**config.mk**
```make
export PLATFORM = sky130hd
export DESIGN_NAME = shift_reg_seq
export DESIGN_NICKNAME = d
export VERILOG_FILES = /design/src/rtl/shift_reg_pkg.sv /design/src/rtl/shift_step.sv /design/src/rtl/shift_reg_seq.sv
export SDC_FILE = /design/constraint.sdc
export NUM_CORES = 1
export LEC_CHECK = 0
export CORE_UTILIZATION = 53
export CTS_BUF_LIST = sky130_fd_sc_hd__clkbuf_4
export CTS_CLUSTER_DIAMETER = 120
export DETAILED_ROUTE_END_ITERATION = 8
export MAX_ROUTING_LAYER = met4
export PLACE_DENSITY = 0.84
export SLEW_MARGIN = 20
export SYNTH_ARGS = -nofsm -noshare
export SYNTH_HDL_FRONTEND = slang
export SYNTH_SLANG_ARGS = --single-unit
```
**constraint.sdc**
```tcl
create_clock -name clk -period 2.09 [get_ports clk]
set_input_delay 0.3135 -clock clk [delete_from_list [all_inputs] [get_ports clk]]
set_output_delay 0.3135 -clock clk [all_outputs]
set_load 0.01 [all_outputs]
```
**src/rtl/shift_reg_pkg.sv**
```systemverilog
// Shared types for the self-sequencing shift/count unit.
package shift_reg_pkg;

    typedef enum logic [2:0] {
        LOAD  = 3'b000,
        SHR   = 3'b001,
        SHL   = 3'b010,
        INC   = 3'b011,
        ROR   = 3'b100,
        ROL   = 3'b101,
        ASR   = 3'b110,
        CLEAR = 3'b111
    } op_e;

    typedef enum logic {
        IDLE = 1'b0,
        RUN  = 1'b1
    } state_e;

    // LOAD and CLEAR complete at the accepting edge and never repeat.
    function automatic logic is_single_shot(op_e o);
        return (o == LOAD) || (o == CLEAR);
    endfunction

endpackage

```
**src/rtl/shift_step.sv**
```systemverilog
// One application of an op to the register; purely combinational.
// out_vld_o flags ops that shift or rotate a bit out of the register.
module shift_step
    import shift_reg_pkg::*;
#(
    parameter int WIDTH = 8
) (
    input  logic [2:0]       op_i,
    input  logic [WIDTH-1:0] reg_i,
    input  logic [WIDTH-1:0] load_i,
    input  logic             ser_i,
    output logic [WIDTH-1:0] nxt_o,
    output logic             out_bit_o,
    output logic             out_vld_o
);

    always_comb begin
        nxt_o     = reg_i;
        out_bit_o = 1'b0;
        out_vld_o = 1'b0;
        case (op_e'(op_i))
            LOAD:  nxt_o = load_i;
            SHR: begin
                nxt_o     = {ser_i, reg_i[WIDTH-1:1]};
                out_bit_o = reg_i[0];
                out_vld_o = 1'b1;
            end
            SHL: begin
                nxt_o     = {reg_i[WIDTH-2:0], ser_i};
                out_bit_o = reg_i[WIDTH-1];
                out_vld_o = 1'b1;
            end
            INC:   nxt_o = reg_i + WIDTH'(1);
            ROR: begin
                nxt_o     = {reg_i[0], reg_i[WIDTH-1:1]};
                out_bit_o = reg_i[0];
                out_vld_o = 1'b1;
            end
            ROL: begin
                nxt_o     = {reg_i[WIDTH-2:0], reg_i[WIDTH-1]};
                out_bit_o = reg_i[WIDTH-1];
                out_vld_o = 1'b1;
            end
            ASR: begin
                nxt_o     = {reg_i[WIDTH-1], reg_i[WIDTH-1:1]};
                out_bit_o = reg_i[0];
                out_vld_o = 1'b1;
            end
            CLEAR: nxt_o = '0;
            default: nxt_o = reg_i;
        endcase
    end

endmodule

```
**src/rtl/shift_reg_seq.sv**
```systemverilog
// Shift/count unit: LOAD/CLEAR/zero-count finish at the accepting edge, repeating ops take N+1 cycles to done.
// start is ignored while busy; every output comes straight from a register.
module shift_reg_seq
    import shift_reg_pkg::*;
#(
    parameter  int WIDTH = 8,
    localparam int CNT_W = $clog2(WIDTH + 1)
) (
    input  logic             clk,
    input  logic             rst,
    input  logic             start,
    input  logic [2:0]       op,
    input  logic [WIDTH-1:0] data_in,
    input  logic [CNT_W-1:0] count,
    input  logic             ser_in,
    output logic [WIDTH-1:0] data_out,
    output logic             ser_out,
    output logic             busy,
    output logic             done
);

    state_e           state_q;
    op_e              op_q;
    logic [CNT_W-1:0] rem_q;
    logic [WIDTH-1:0] data_q;
    logic             ser_q;
    logic             busy_q;
    logic             done_q;

    logic [2:0]       step_op;
    logic [WIDTH-1:0] data_d;
    logic             ser_d;
    logic             ser_vld;

    // While running, only the latched op drives the step; live op is ignored.
    assign step_op = (state_q == RUN) ? op_q : op;

    shift_step #(.WIDTH(WIDTH)) u_step (
        .op_i      (step_op),
        .reg_i     (data_q),
        .load_i    (data_in),
        .ser_i     (ser_in),
        .nxt_o     (data_d),
        .out_bit_o (ser_d),
        .out_vld_o (ser_vld)
    );

    always_ff @(posedge clk) begin
        if (rst) begin
            state_q <= IDLE;
            op_q    <= LOAD;
            rem_q   <= '0;
            data_q  <= '0;
            ser_q   <= 1'b0;
            busy_q  <= 1'b0;
            done_q  <= 1'b0;
        end else begin
            done_q <= 1'b0;
            case (state_q)
                IDLE: begin
                    if (start) begin
                        if (is_single_shot(op_e'(op))) begin
                            data_q <= data_d;
                            done_q <= 1'b1;
                        end else if (count == '0) begin
                            done_q <= 1'b1;
                        end else begin
                            op_q    <= op_e'(op);
                            rem_q   <= count;
                            state_q <= RUN;
                            busy_q  <= 1'b1;
                        end
                    end
                end
                RUN: begin
                    data_q <= data_d;
                    if (ser_vld) begin
                        ser_q <= ser_d;
                    end
                    rem_q <= rem_q - CNT_W'(1);
                    if (rem_q == CNT_W'(1)) begin
                        state_q <= IDLE;
                        busy_q  <= 1'b0;
                        done_q  <= 1'b1;
                    end
                end
                default: state_q <= IDLE;
            endcase
        end
    end

    assign data_out = data_q;
    assign ser_out  = ser_q;
    assign busy     = busy_q;
    assign done     = done_q;

endmodule

```
==> impl_metrics.py, run 1 <==
metrics = {
    "run_status": {
        "status": "complete, no violations",
    },
    "floorplanning": {
        "die_h_um": 55.5,
        "coreArea_sq_mm": 0.00273,
        "die_w_um": 55.5,
        "die_area_sq_mm": 0.00308,
        "num_io_pins": 30,
        "start_util_pct": 55.5,
        "rows": 19,
    },
    "pwr": {
        "comb_power_share_pct": 38.7,
        "power.switching_uw": 387,
        "clkPwrFrac_pct": 19.4,
        "powerDensity_mw_per_mm2": 550,
        "p_leak_uw": 0.000735,
        "seq_power_share_pct": 42.0,
        "switching_share_pct": 36.2,
        "power.internal_uw": 683,
        "ir_worst_vdd_mv": 0.403,
        "p_total_uw": 1070,
    },
    "cells_and_area": {
        "register_area_sq_um": 380,
        "multi_input_area_sq_mm": 0.00104,
        "area_delta_synth_final_pct": 28.3,
        "nFillCells": 230,
        "final_util_pct": 71.2,
        "drive_above_1_share_pct": 18.1,
        "final_nets": 250,
        "final_common_cell": "clkdlybuf4s50_1",
        "diodes": 0,
        "layout_common_cells": "clkdlybuf4s50_1, buf_4, dfxtp_1, nand2_1, nor2_1",
    },
    "placement": {
        "dp_hpwl_um": 3190,
        "io_buffer_count": 29,
        "gp_congestion": 0.977,
    },
    "clock_tree": {
        "clk_latency_ps": 320,
        "cts.clk_slew.worst_paths_ps": 130,
        "tritoncts": "yes",
        "post_cts_buffers": 0,
        "cts_resized": 0,
        "hold_buffers": 0,
        "cts-buffers-inserted": 3,
        "h-tree-depth": 1,
        "clock_path_buffers": 2,
        "cts_root_buf": "clkbuf_4",
        "cts_sinks": 19,
    },
    "yosys": {
        "ys_ff_latch": 19,
        "synth_area_sq_mm": 0.00152,
        "synth_compound_area_share_pct": 25.9,
        "ys.flop_type": "dfxtp_1",
        "yosys.area_share.adder_pct": 2.47,
        "synthMuxAreaShare_pct": 7.67,
        "yosysUniqueCellTypes": 58,
        "async_reset_ff_share_pct": 0,
        "synth_nets": 207,
        "yosysSeqAreaShare_pct": 25.1,
        "ys.warnings.count": 0,
        "synthXorXnorAreaFrac_pct": 2.89,
        "syn_inst": 185,
        "avgSynthCellArea_sq_um": 8.20,
        "synth_edf_count": 0,
        "synth-simple-area-share_pct": 29.4,
        "synth_top_family_by_area": "simple AND/OR/NAND/NOR gates",
    },
    "timing": {
        "grt_setup_unrepaired": "no",
        "timing.hold.ws_ps": 485,
        "tightest_slew_ps": 484,
        "post-route-min-period_ps": 1950,
        "timing.final.crit_share_pct": 93.3,
        "clock_skew_ps": 5.72,
        "slew_headroom_pct": 66.8,
        "fmax_mhz": 513,
        "hold_viol_final": 0,
        "finalMaxSlewViolations": 0,
        "setup_viol": 0,
    },
    "worst_setup_path": {
        "cpLargestDelayFamily": "compound AO/OA/AOI/OAI gates",
        "slowest_stage": "dfxtp_1",
        "crit_fanout": 10,
        "required_ps": 2300,
        "worstPathCellList": "buf_4 -> and3b_1 -> a31oi_2 -> o22ai_1 -> a222oi_1 -> o21ai_1",
        "slowest_delay_ps": 590,
        "worstPathArrival_ps": 2160,
        "worst-path-buf-inv": 1,
        "cp-end-kind": "register",
        "worst-setup-path-type": "register to register",
        "critPathLaunchType": "register",
    },
    "global_route": {
        "antenna_found_initial": 0,
        "grt_pass1_vias": 1673,
        "grt_pass1_wl_um": 7210,
        "overflow": 0,
        "grt_max_degree": 17,
        "track_usage_pct": 29.8,
    },
    "min_path": {
        "hold_class": "register to register",
    },
    "drt": {
        "drt_wl_total_um": 4220,
        "drt_iter0_drc": 48,
        "ant_nets": 0,
        "dr.pass1.iters": 4,
        "vias": 1627,
        "vias_per_cell": 6.31,
        "post_drt_wl_per_cell_um": 16.4,
        "drc_errors": 0,
    },
    "job": {
        "cap_violations": 0,
    },
}
power groups by stage:
stage | logic (uW) | registers (uW) | clock network [uW]
floorplan | 253 | 444 | 0
global placement | 397 | 454 | 0
detailed placement | 411 | 456 | 0
CTS | 413 | 448 | 211
global route | 451 | 455 | 227
finish | 414 | 450 | 207
stage by stage:
step / instances / setup WS (ps) / cell area (sq um) / setup TNS [ps]
2_1_floorplan: 185 / 531 / 1520 / 0
3_3_place_gp: 254 / 15.7 / 1920 / 0
3_5_place_dp: 254 / -57.6 / 1920 / -264
4_1_cts: 258 / 169 / 1950 / 0
5_1_grt: 258 / 41.0 / 1950 / 0
6_report: 258 / 141 / 1950 / 0
final cells by class:
type / instances / area share [%]
clock buffer: 3 / 1.16
clock inverter: 1 / 0.257
inverter: 6 / 1.16
multi-input combinational: 149 / 53.3
sequential: 19 / 19.5
tap: 31 / 1.99
timing repair buffer: 49 / 22.6
worst register-to-register path, cell delays in order (launching register included):
cell      delay [ps]
dfxtp_1          590
buf_4            240
and3b_1          200
a31oi_2          240
o22ai_1          130
a222oi_1         350
o21ai_1          100
path summary, 6_finish.rpt:
check                             endpoint               start  slack, ps  cells after the start
setup / recovery  data_out[3]$_SDFFE_PP0P_  state_q$_SDFF_PP0_        140                      6
hold / removal           busy$_SDFFE_PP0P_   busy$_SDFFE_PP0P_        480                      1
setup reg to reg  data_out[3]$_SDFFE_PP0P_  state_q$_SDFF_PP0_        140                      6
hold reg to reg          busy$_SDFFE_PP0P_   busy$_SDFFE_PP0P_        480                      1
cells in the mapped netlist (2+ instances only):
cell type   n  area [sq um]
o21a_1      4          30.0
inv_1       5          18.8
nor3_2      2          20.0
o31ai_1     4          30.0
buf_4       2          15.0
nor3b_1     2          15.0
nand3_1     5          25.0
buf_6       3          33.8
o21ai_1     3          15.0
and3b_1     3          26.3
a31oi_1     5          31.3
nor2_1     16          60.1
a211oi_1    4          30.0
o22ai_1     3          18.8
o221ai_1    2          17.5
xor2_1      3          26.3
or3_1       2          12.5
nor4b_1     3          26.3
nand3b_1    2          15.0
ha_1        3          37.5
mux2_2      3          33.8
nand2_1    17          63.8
nor3_1      6          30.0
o21ai_0    13          65.1
xnor2_1     2          17.5
or2_2       2          12.5
mux2i_1     6          60.1
a21oi_1     8          40.0
buf_2       5          25.0
dfxtp_1    19           380
cell families after synthesis:
kind of cell / Yosys count
AND/OR/NAND/NOR: 73
AO/OA/AOI/OAI: 58
flip-flops: 19
buffers and inverters: 17
multiplexers: 10
XOR/XNOR: 5
adder cells (fa/ha/maj): 3
registers in the layout, indices dropped and copies added, names as in the netlist:
register	cells
data_out	8
rem_q	4
op_q	3
busy	1
done	1
ser_out	1
state_q	1
metal layers:
metal	GRT usage (%)	vias up	share of wire (%)	wire, um
met4	14.3	0	2.5	107
met5	-	-	0	0
met2	52.2	66	51	2160
met1	32.4	760	41	1740
met3	5.39	15	5.3	222
li1	-	786	-	-
No activity file was read; power rests on OpenSTA's default activity.
==> run 2, diff against run 1 <==
--- a/config.mk
+++ b/config.mk
@@ -6,11 +6,12 @@
 export NUM_CORES = 1
 export LEC_CHECK = 0
 export CORE_UTILIZATION = 53
-export CTS_BUF_LIST = sky130_fd_sc_hd__clkbuf_4
+export CTS_BUF_LIST = sky130_fd_sc_hd__clkbuf_8
 export CTS_CLUSTER_DIAMETER = 120
 export DETAILED_ROUTE_END_ITERATION = 8
 export MAX_ROUTING_LAYER = met4
 export PLACE_DENSITY = 0.84
+export SKIP_LAST_GASP = 1
 export SLEW_MARGIN = 20
 export SYNTH_ARGS = -nofsm -noshare
 export SYNTH_HDL_FRONTEND = slang
==> impl_metrics.py, run 2 (synthesis results as in run 1) <==
metrics = {
    "run_status": {
        "status": "complete, no violations",
    },
    "clock_tree": {
        "clock_path_buffers": 2,
        "cts_sinks": 19,
        "tritoncts": "yes",
        "cts_resized": 0,
        "cts_root_buf": "clkbuf_8",
        "cts.clk_slew.worst_paths_ps": 80,
        "post_cts_buffers": 0,
        "hold_buffers": 0,
        "h-tree-depth": 1,
        "cts-buffers-inserted": 3,
        "clk_latency_ps": 260,
    },
    "worst_setup_path": {
        "crit_fanout": 10,
        "r2r_cells": 6,
        "worstPathCellList": "clkdlybuf4s50_1 -> inv_1 -> o21ai_0 -> a221oi_2 -> nor2_1 -> o41ai_1",
        "required_ps": 2250,
        "cpLargestDelayFamily": "compound AO/OA/AOI/OAI gates",
        "r2r_start": "state_q$_SDFF_PP0_",
        "critPathLaunchType": "primary input",
        "r2r_setup_slack_ps": 150,
        "worstPathArrival_ps": 2150,
        "slowest_delay_ps": 600,
        "r2r-end": "data_out[3]$_SDFFE_PP0P_",
        "slowest_stage": "clkdlybuf4s50_1",
        "cp-end-kind": "register",
        "worst-path-buf-inv": 2,
        "worst-setup-path-type": "primary input to register",
    },
    "floorplanning": {
        "die_h_um": 55.5,
        "die_area_sq_mm": 0.00308,
        "coreArea_sq_mm": 0.00273,
        "num_io_pins": 30,
        "die_w_um": 55.5,
        "start_util_pct": 55.5,
        "rows": 19,
    },
    "drt": {
        "drt_iter0_drc": 47,
        "vias": 1609,
        "dr.pass1.iters": 4,
        "post_drt_wl_per_cell_um": 16.4,
        "drc_errors": 0,
        "ant_nets": 0,
        "vias_per_cell": 6.24,
        "drt_wl_total_um": 4230,
    },
    "timing": {
        "tightest_slew_ps": 504,
        "clock_skew_ps": 2.53,
        "post-route-min-period_ps": 1990,
        "slew_headroom_pct": 65.9,
        "timing.final.crit_share_pct": 95.4,
        "setup_viol": 0,
        "hold_viol_final": 0,
        "fmax_mhz": 502,
        "grt_setup_unrepaired": "no",
        "finalMaxSlewViolations": 0,
    },
    "min_path": {
        "hold_class": "register to register",
        "hold_end": "busy$_SDFFE_PP0P_",
        "holdPathStages": 1,
        "min_from": "busy$_SDFFE_PP0P_",
    },
    "job": {
        "cap_violations": 0,
    },
    "cells_and_area": {
        "largest_register_ff_count": 8,
        "final_util_pct": 71.9,
        "area_delta_synth_final_pct": 29.5,
        "multi_input_area_sq_mm": 0.00104,
        "final_nets": 250,
        "register_area_sq_um": 380,
        "drive_above_1_share_pct": 18.1,
        "final_common_cell": "clkdlybuf4s50_1",
        "nFillCells": 226,
        "layout_common_cells": "clkdlybuf4s50_1, buf_4, dfxtp_1, nand2_1, nor2_1",
        "diodes": 0,
    },
    "placement": {
        "dp_hpwl_um": 3190,
        "io_buffer_count": 29,
        "gp_congestion": 0.977,
    },
    "pwr": {
        "p_total_uw": 1130,
        "ir_worst_vdd_mv": 0.500,
        "p_leak_uw": 0.000743,
        "powerDensity_mw_per_mm2": 576,
    },
    "global_route": {
        "grt_max_degree": 17,
        "grt_pass1_vias": 1691,
        "overflow": 0,
        "grt_pass1_wl_um": 7180,
        "antenna_found_initial": 0,
        "track_usage_pct": 29.4,
    },
}
[run 2: through the flow]
step | cells | cell area (sq um) | hold slack [ps] | setup WS (ps) | setup TNS [ps]
floorplan | 185 | 1520 | 453 | 531 | 0
global placement | 254 | 1920 | 451 | 15.7 | 0
detailed placement | 254 | 1920 | 462 | -57.6 | -264
CTS | 258 | 1970 | 480 | 138 | 0
global route | 258 | 1970 | 506 | 11.9 | 0
finish | 258 | 1970 | 474 | 96.3 | 0
[run 2: layout make-up]
cell class | instances | area share [%]
Tap cell | 31 | 1.97
Sequential cell | 19 | 19.4
Multi-Input combinational cell | 149 | 52.8
Clock buffer | 3 | 2.10
Clock inverter | 1 | 0.255
Inverter | 6 | 1.15
Timing Repair Buffer | 49 | 22.4
[run 2: how the worst max path moves through the flow]
stage | end | depth (start not counted) | slack, ps | from
final | data_out[1]$_SDFFE_PP0P_ | 6 | 100 | op[1]
after global routing | data_out[1]$_SDFFE_PP0P_ | 6 | 10 | op[1]
after CTS | data_out[4]$_SDFFE_PP0P_ | 8 | 140 | op[0]
after detailed placement | data_out[1]$_SDFFE_PP0P_ | 6 | -60 | op[1]
after global placement | data_out[3]$_SDFFE_PP0P_ | 6 | 20 | op[1]
after floorplan | rem_q[0]$_SDFFE_PP0P_ | 5 | 530 | count[2]
[run 2: report_power, final]
group          total [uW]  internal [uW]  switching, uW
clock                 269            133            136
combinational         414            215            199
sequential            450            396           53.7
total                1130            744            389
[run 2: per-layer routing]
| metal | vias up | share of wire, % | GRT usage, % |
|---|---|---|---|
| met4 | 0 | 3.1 | 14.3 |
| met3 | 18 | 4.6 | 4.92 |
| met2 | 63 | 51 | 52.0 |
| met5 | - | 0 | - |
| li1 | 782 | - | - |
| met1 | 746 | 41 | 31.7 |
[run 2: worst register-to-register path, stage by stage (launching register included)]
cell and delay, ps:
dfxtp_1 580, buf_4 240, and3b_1 210, a31oi_2 220, o22ai_1 140, a222oi_1 350
o21ai_1 100
